==> config.mk <==
export PLATFORM = sky130hd
export DESIGN_NAME = alu_bist
export DESIGN_NICKNAME = d
export VERILOG_FILES = /design/src/rtl/alu_bist_pkg.sv /design/src/rtl/alu_bist_lfsr.sv /design/src/rtl/alu_bist.sv
export SDC_FILE = /design/constraint.sdc
export NUM_CORES = 1
export LEC_CHECK = 0
export ABC_AREA = 1
export BUFFER_PORTS_ARGS = -buffer_cell sky130_fd_sc_hd__buf_2
export CORE_AREA = 2 2 81 161
export DETAILED_ROUTE_END_ITERATION = 7
export DIE_AREA = 0 0 83 163
export PLACE_DENSITY = 0.76
export SLEW_MARGIN = 20
export SYNTH_ARGS = -nofsm -noshare
export SYNTH_HDL_FRONTEND = slang
export SYNTH_SLANG_ARGS = --single-unit
==> constraint.sdc <==
create_clock -name Clock -period 1.81 [get_ports Clock]
set_input_delay 0.2715 -clock Clock [delete_from_list [all_inputs] [get_ports Clock]]
set_output_delay 0.2715 -clock Clock [all_outputs]
set_load 0.05 [all_outputs]
==> src/rtl/alu_bist_pkg.sv <==
// alu_bist_pkg.sv -- shared types, op table and constants for the ALU self-test.
// Opcode values mirror the Opcode.vh definitions used by ALUdec.
package alu_bist_pkg;

    localparam logic [6:0] OPC_LUI       = 7'b0110111;
    localparam logic [6:0] OPC_AUIPC     = 7'b0010111;
    localparam logic [6:0] OPC_LOAD      = 7'b0000011;
    localparam logic [6:0] OPC_STORE     = 7'b0100011;
    localparam logic [6:0] OPC_BRANCH    = 7'b1100011;
    localparam logic [6:0] OPC_ARI_RTYPE = 7'b0110011;
    localparam logic [6:0] OPC_ARI_ITYPE = 7'b0010011;

    localparam logic [31:0] LFSR_TAPS     = 32'h8020_0003;
    localparam logic [31:0] DEF_MISR_POLY = 32'h04C1_1DB7;

    typedef enum logic [1:0] {
        ST_IDLE = 2'd0,
        ST_RUN  = 2'd1,
        ST_DONE = 2'd2
    } bist_state_e;

    typedef struct packed {
        logic [6:0] opcode;
        logic [2:0] funct;
        logic       add_rshift_type;
    } op_entry_t;

    localparam op_entry_t OP_TABLE [16] = '{
        '{OPC_LUI,       3'b000, 1'b0},
        '{OPC_AUIPC,     3'b000, 1'b0},
        '{OPC_LOAD,      3'b000, 1'b0},
        '{OPC_STORE,     3'b000, 1'b0},
        '{OPC_BRANCH,    3'b000, 1'b0},
        '{OPC_ARI_RTYPE, 3'b000, 1'b0},
        '{OPC_ARI_RTYPE, 3'b001, 1'b0},
        '{OPC_ARI_RTYPE, 3'b010, 1'b0},
        '{OPC_ARI_RTYPE, 3'b011, 1'b0},
        '{OPC_ARI_RTYPE, 3'b100, 1'b0},
        '{OPC_ARI_RTYPE, 3'b101, 1'b0},
        '{OPC_ARI_RTYPE, 3'b110, 1'b0},
        '{OPC_ARI_RTYPE, 3'b111, 1'b0},
        '{OPC_ARI_RTYPE, 3'b000, 1'b1},
        '{OPC_ARI_RTYPE, 3'b101, 1'b1},
        '{OPC_ARI_ITYPE, 3'b101, 1'b1}
    };

    // Right-shifting Galois form: the shifted-out bit folds the tap mask back in.
    function automatic logic [31:0] lfsr_next(input logic [31:0] s);
        return s[0] ? ((s >> 1) ^ LFSR_TAPS) : (s >> 1);
    endfunction

    function automatic logic [31:0] misr_next(
        input logic [31:0] sig,
        input logic [31:0] poly,
        input logic [31:0] din
    );
        return {sig[30:0], 1'b0} ^ (sig[31] ? poly : 32'h0) ^ din;
    endfunction

endpackage

==> src/rtl/alu_bist_lfsr.sv <==
// alu_bist_lfsr.sv -- 32-bit Galois LFSR operand generator.
// Reset and load both return the register to its seed.
module alu_bist_lfsr
    import alu_bist_pkg::*;
#(
    parameter logic [31:0] SEED = 32'h0000_0001
) (
    input  logic        Clock,
    input  logic        Reset_n,
    input  logic        load,
    input  logic        step,
    output logic [31:0] value
);

    always_ff @(posedge Clock or negedge Reset_n) begin
        if (!Reset_n) begin
            value <= SEED;
        end else if (load) begin
            value <= SEED;
        end else if (step) begin
            value <= lfsr_next(value);
        end
    end

endmodule

==> src/rtl/alu_bist.sv <==
// alu_bist.sv -- LFSR-driven ALU/ALUdec self-test with MISR signature compaction.
// Define ALU_BIST_CORNER_EN to prepend four directed SLT corner vectors.
module alu_bist
    import alu_bist_pkg::*;
#(
    parameter int unsigned NUM_VECTORS = 256,
    parameter logic [31:0] SEED        = 32'hACE1_2345,
    parameter logic [31:0] MISR_POLY   = DEF_MISR_POLY
) (
    input  logic        Clock,
    input  logic        Reset_n,
    input  logic        Start,
    input  logic [31:0] ExpectedSig,
    output logic [31:0] A,
    output logic [31:0] B,
    output logic [6:0]  opcode,
    output logic [2:0]  funct,
    output logic        add_rshift_type,
    input  logic [31:0] ALU_result,
    output logic        Busy,
    output logic        Done,
    output logic        Pass,
    output logic [31:0] Signature
);

    localparam logic [15:0] LAST_VEC = 16'(NUM_VECTORS - 1);

    bist_state_e state_q, state_d;

    logic        start_run;
    logic        busy;
    logic        rnd_act;
    logic        last_vec;
    logic [15:0] vec_cnt_q;
    logic [31:0] sig_q;
    logic [31:0] lfsr_a;
    logic [31:0] lfsr_b;
    op_entry_t   op_sel;

    assign busy     = (state_q == ST_RUN);
    assign last_vec = (vec_cnt_q == LAST_VEC);
    assign op_sel   = OP_TABLE[vec_cnt_q[3:0]];

    always_ff @(posedge Clock or negedge Reset_n) begin
        if (!Reset_n) begin
            state_q <= ST_IDLE;
        end else begin
            state_q <= state_d;
        end
    end

    // Start only counts outside RUN; a pulse mid-run is dropped.
    always_comb begin
        state_d   = state_q;
        start_run = 1'b0;
        unique case (state_q)
            ST_IDLE, ST_DONE: begin
                if (Start) begin
                    state_d   = ST_RUN;
                    start_run = 1'b1;
                end
            end
            ST_RUN: begin
                if (rnd_act && last_vec) begin
                    state_d = ST_DONE;
                end
            end
            default: state_d = ST_IDLE;
        endcase
    end

    always_ff @(posedge Clock or negedge Reset_n) begin
        if (!Reset_n) begin
            vec_cnt_q <= '0;
        end else if (start_run) begin
            vec_cnt_q <= '0;
        end else if (rnd_act) begin
            vec_cnt_q <= vec_cnt_q + 16'd1;
        end
    end

    always_ff @(posedge Clock or negedge Reset_n) begin
        if (!Reset_n) begin
            sig_q <= '0;
        end else if (start_run) begin
            sig_q <= '0;
        end else if (busy) begin
            sig_q <= misr_next(sig_q, MISR_POLY, ALU_result);
        end
    end

    alu_bist_lfsr #(
        .SEED (SEED)
    ) u_lfsr_a (
        .Clock   (Clock),
        .Reset_n (Reset_n),
        .load    (start_run),
        .step    (rnd_act),
        .value   (lfsr_a)
    );

    alu_bist_lfsr #(
        .SEED (~SEED)
    ) u_lfsr_b (
        .Clock   (Clock),
        .Reset_n (Reset_n),
        .load    (start_run),
        .step    (rnd_act),
        .value   (lfsr_b)
    );

`ifdef ALU_BIST_CORNER_EN
    logic       corner_q;
    logic [1:0] cidx_q;

    always_ff @(posedge Clock or negedge Reset_n) begin
        if (!Reset_n) begin
            corner_q <= 1'b0;
            cidx_q   <= '0;
        end else if (start_run) begin
            corner_q <= 1'b1;
            cidx_q   <= '0;
        end else if (busy && corner_q) begin
            cidx_q <= cidx_q + 2'd1;
            if (cidx_q == 2'd3) begin
                corner_q <= 1'b0;
            end
        end
    end

    // LFSRs and the random-vector counter hold while directed vectors play.
    assign rnd_act = busy & ~corner_q;

    always_comb begin
        A               = '0;
        B               = '0;
        opcode          = '0;
        funct           = '0;
        add_rshift_type = 1'b0;
        if (busy && corner_q) begin
            opcode = OPC_ARI_RTYPE;
            funct  = 3'b010;
            unique case (cidx_q)
                2'd0: begin
                    A = 32'h8000_0000;
                    B = 32'h0000_0001;
                end
                2'd1: begin
                    A = 32'hFFFF_FFFE;
                    B = 32'hFFFF_FFFF;
                end
                2'd2: begin
                    A = 32'h0000_000A;
                    B = 32'hFFFF_FFFF;
                end
                default: begin
                    A = 32'h7FFF_FFFF;
                    B = 32'h8000_0000;
                end
            endcase
        end else if (busy) begin
            A               = lfsr_a;
            B               = lfsr_b;
            opcode          = op_sel.opcode;
            funct           = op_sel.funct;
            add_rshift_type = op_sel.add_rshift_type;
        end
    end
`else
    assign rnd_act = busy;

    always_comb begin
        A               = '0;
        B               = '0;
        opcode          = '0;
        funct           = '0;
        add_rshift_type = 1'b0;
        if (busy) begin
            A               = lfsr_a;
            B               = lfsr_b;
            opcode          = op_sel.opcode;
            funct           = op_sel.funct;
            add_rshift_type = op_sel.add_rshift_type;
        end
    end
`endif

    assign Busy      = busy;
    assign Done      = (state_q == ST_DONE);
    assign Pass      = Done && (sig_q == ExpectedSig);
    assign Signature = sig_q;

endmodule

==> results_dict.tcl <==
set metrics [dict create \
    status "complete, but fails checks" \
    violations "setup timing" \
    setup_violations 74 \
    clkTransAtPathRegs_ps 60 \
    layout.nets 1083 \
    ys.flop_type "dfrtp_1" \
    synth.most_common_cell "inv_1" \
    antenna_found_initial 0 \
    dp_hpwl_um 11670 \
    worst_path_max_delay_cell "dfrtp_1" \
    syn_area_mm2 0.006015 \
    slew_headroom 0.6154 \
    grt_pass1_wl_um 31860 \
    switchingPower_mw 11.37 \
    diodes 0 \
    syn_area_per_cell_um2 7.801 \
    ctsHtreeMaxLevel 4 \
    path_class "reg -> out" \
    gp_congestion 0.9118 \
    cp-start-kind "flop" \
    ios 177 \
    final_util 0.7889 \
    die-area_mm2 0.01353 \
    post-route-drc-count 0 \
    ys_ff_latch 114 \
    leakagePower_nw 4.785 \
    fin_ws_ps -381.6 \
    port_buffers 175 \
    period_share 1.211 \
    powerDensity_mw_per_mm2 2352 \
    final_antenna_net_count 0 \
    synth.largest_area_cell "dfrtp_1" \
    synth_edf_count 0 \
    vdd_ir_drop_max_mv 1.729 \
    synthTopCellsByArea "dfrtp_1, dfstp_2, inv_1" \
    combPwrFrac 0.632 \
    clock-root-buffer "clkbuf_16" \
    drt_wl_total_um 22100 \
    synth-seq-area-share 0.4810 \
    ys.warnings.count 0 \
    design_area_mm2 0.009789 \
    coreArea_mm2 0.01241 \
    worst_skew_pair.late_latency_ps 410 \
    cts-buffers-inserted 17 \
    max-clock-path-buffers 2 \
    gr-total-overflow 0 \
    seqPwrFrac 0.210 \
    critical_path_arrival_ps 1920 \
    dpl_cell_area_mm2 0.007363 \
    cp.required_ps 1540 \
    drtIter0Drc 444 \
    p_int_mw 11.66 \
    vias 6392 \
    grt_pass1_vias 6270 \
    viasPerCell 5.454 \
    synthCells 771 \
    area_growth_syn_to_layout_pct 62.76 \
    grt_usage 0.2971 \
    finClkSkew_ps 7.929 \
    worstMarginPinSlew_ps 576.9 \
    worstSetupEndpointType "output port" \
    power_switching_share 0.4938 \
    crit_family "simple AND/OR/NAND/NOR gates" \
    crit_buf_inv 2 \
    dr.pass1.iters 6 \
    fin_cells 1172 \
    crit_chain "buf_4 -> nand2_2 -> nor2_1 -> nand2_1 -> nor3_1 -> nand3_1 -> nor2_4 -> buf_8" \
    clock.fmax_mhz 456.3 \
    drive_gt1_frac 0.4276 \
    pwr-share-clk 0.158 \
    rsz0062_at_grt "yes" \
    die_y_um 163 \
    fp.dieW_um 83 \
    hold_class "in -> reg" \
    syn_nets 845 \
    async_reset_ff_frac 1.000 \
    synth.distinct_cells 30 \
    slowest_delay_ps 390 \
    initial_core_util 0.4847 \
    cts_sinks 114 \
    period_needed_ps 2192 \
    hold_viol_final 0 \
    grt_max_degree 40 \
    placedCellCount 1086 \
    slew_viol_final 0 \
    wl_per_cell_um 18.86 \
    cts_tree "built" \
    rows 58 \
    path_max_fanout 3 \
    maxCapViolations 0 \
    synth_top_area_frac 0.3412 \
    ys_top_cells_by_count "inv_1, nor2_1, nand2_1" \
    fillers 712 \
]
## worst paths after layout
kind / cells past startpoint / slack [ps] / endpoint / start
max in group asynchronous: 3 / 760 / u_lfsr_a.value[6] / Reset_n
min in group asynchronous: 2 / 390 / u_lfsr_a.value[11] / Reset_n
worst max-delay path: 8 / -380 / Pass / state_q[1]
worst min-delay path: 2 / 80 / state_q[1] / Start
worst min register to register: 1 / 520 / vec_cnt_q[5] / vec_cnt_q[5]
worst max register to register: 10 / 40 / u_lfsr_a.value[24] / state_q[0]
## area by class of cell
type                    instances  area [um^2]  share of cell area
well taps                     150        187.7             0.01917
inverters                     143        565.5             0.05777
flip-flops and latches        114         2902              0.2964
repair buffers                248         2341              0.2391
clock buffers                  18        439.2             0.04486
clock inverters                14        202.7             0.02071
multi-input cells             482         3115              0.3183
repair inverters                3        36.28            0.003707
## worst reg2reg max path, delay by kind of cell (launching register included)
kind / cells / cell delay, ps
DFF: 1 / 390
AOI/OAI and AO/OA: 1 / 250
and+or+nand+nor: 2 / 130
buffers and inverters: 7 / 890
## power by group through the flow
stage / sequential, mW / clock [mW] / combinational [mW]
global placement: 4.71 / 0 / 10.2
floorplan: 5.85 / 0 / 6.86
finish: 4.84 / 3.64 / 14.5
detailed placement: 4.76 / 0 / 10.4
global route: 4.97 / 3.77 / 15.2
CTS: 4.73 / 3.63 / 13.1
## cell families (layout without fill, tap and decap cells)
logic type | count (synthesis) | in the layout | share of synthesized area
AND/OR/NAND/NOR | 281 | 281 | 0.1864
XOR/XNOR | 46 | 46 | 0.06698
flip-flops | 114 | 114 | 0.4810
buffers and inverters | 175 | 426 | 0.1169
other | 1 | 1 | 0.0006235
AO/OA/AOI/OAI | 147 | 147 | 0.1336
adder cells (fa/ha/maj) | 7 | 7 | 0.01456
## sequential cells by signal, indices dropped and copies added, names as in the netlist
name and cells:
vec_cnt_q 16, u_lfsr_b.value 32, Signature 32, state_q 2
u_lfsr_a.value 32
## stage by stage
step	total power, mW	TNS (ps)	setup WS [ps]	hold WS, ps
after detailed placement	15.14	0	59.12	285.9
after floorplan	12.70	-2321	-305.9	-24.09
after global routing	23.99	-11630	-472.0	83.73
after global placement	14.95	0	118.7	285.2
after CTS	21.42	-7440	-160.6	78.19
final	23.03	-8046	-381.6	77.63
## repair_timing
| item | in CTS | in global routing |
|---|---|---|
| buffers inserted | 25 | 24 |
| endpoints found under the setup margin | 76 | 93 |
| cloned | 5 | 2 |
| hold buffers | 1 | 0 |
| pin swaps | 10 | 18 |
| gates resized for setup | 263 | 89 |
| endpoints found under the hold margin | 23 | 0 |
## layout by cell type (no fill, tap or decap), types with 6 or more instances in the layout
cell        instances
inv_1             127
dfstp_2            32
inv_2              10
nor2_2              6
o22ai_1            39
clkinvlp_4          7
xnor2_1            25
xor2_1             16
dfrtp_2             7
o21ai_0            76
dfrtp_1            75
buf_8              28
a21oi_1            10
buf_2              98
nor2_1             67
clkbuf_16          19
buf_4              43
buf_12             17
buf_6              57
nor2_4             66
nand3_1            15
o21ai_1             9
nand2_1           108
## routing by layer
metal | part of all wire | global-route usage | vias up | routed length (um)
li1 | - | - | 2882 | -
met1 | 0.35 | 0.3419 | 3075 | 7742
met2 | 0.54 | 0.5308 | 363 | 11900
met3 | 0.070 | 0.06285 | 72 | 1549
met4 | 0.041 | 0.1237 | 0 | 908
met5 | 0 | 0 | - | 0
(Power assumes the default switching activity.)
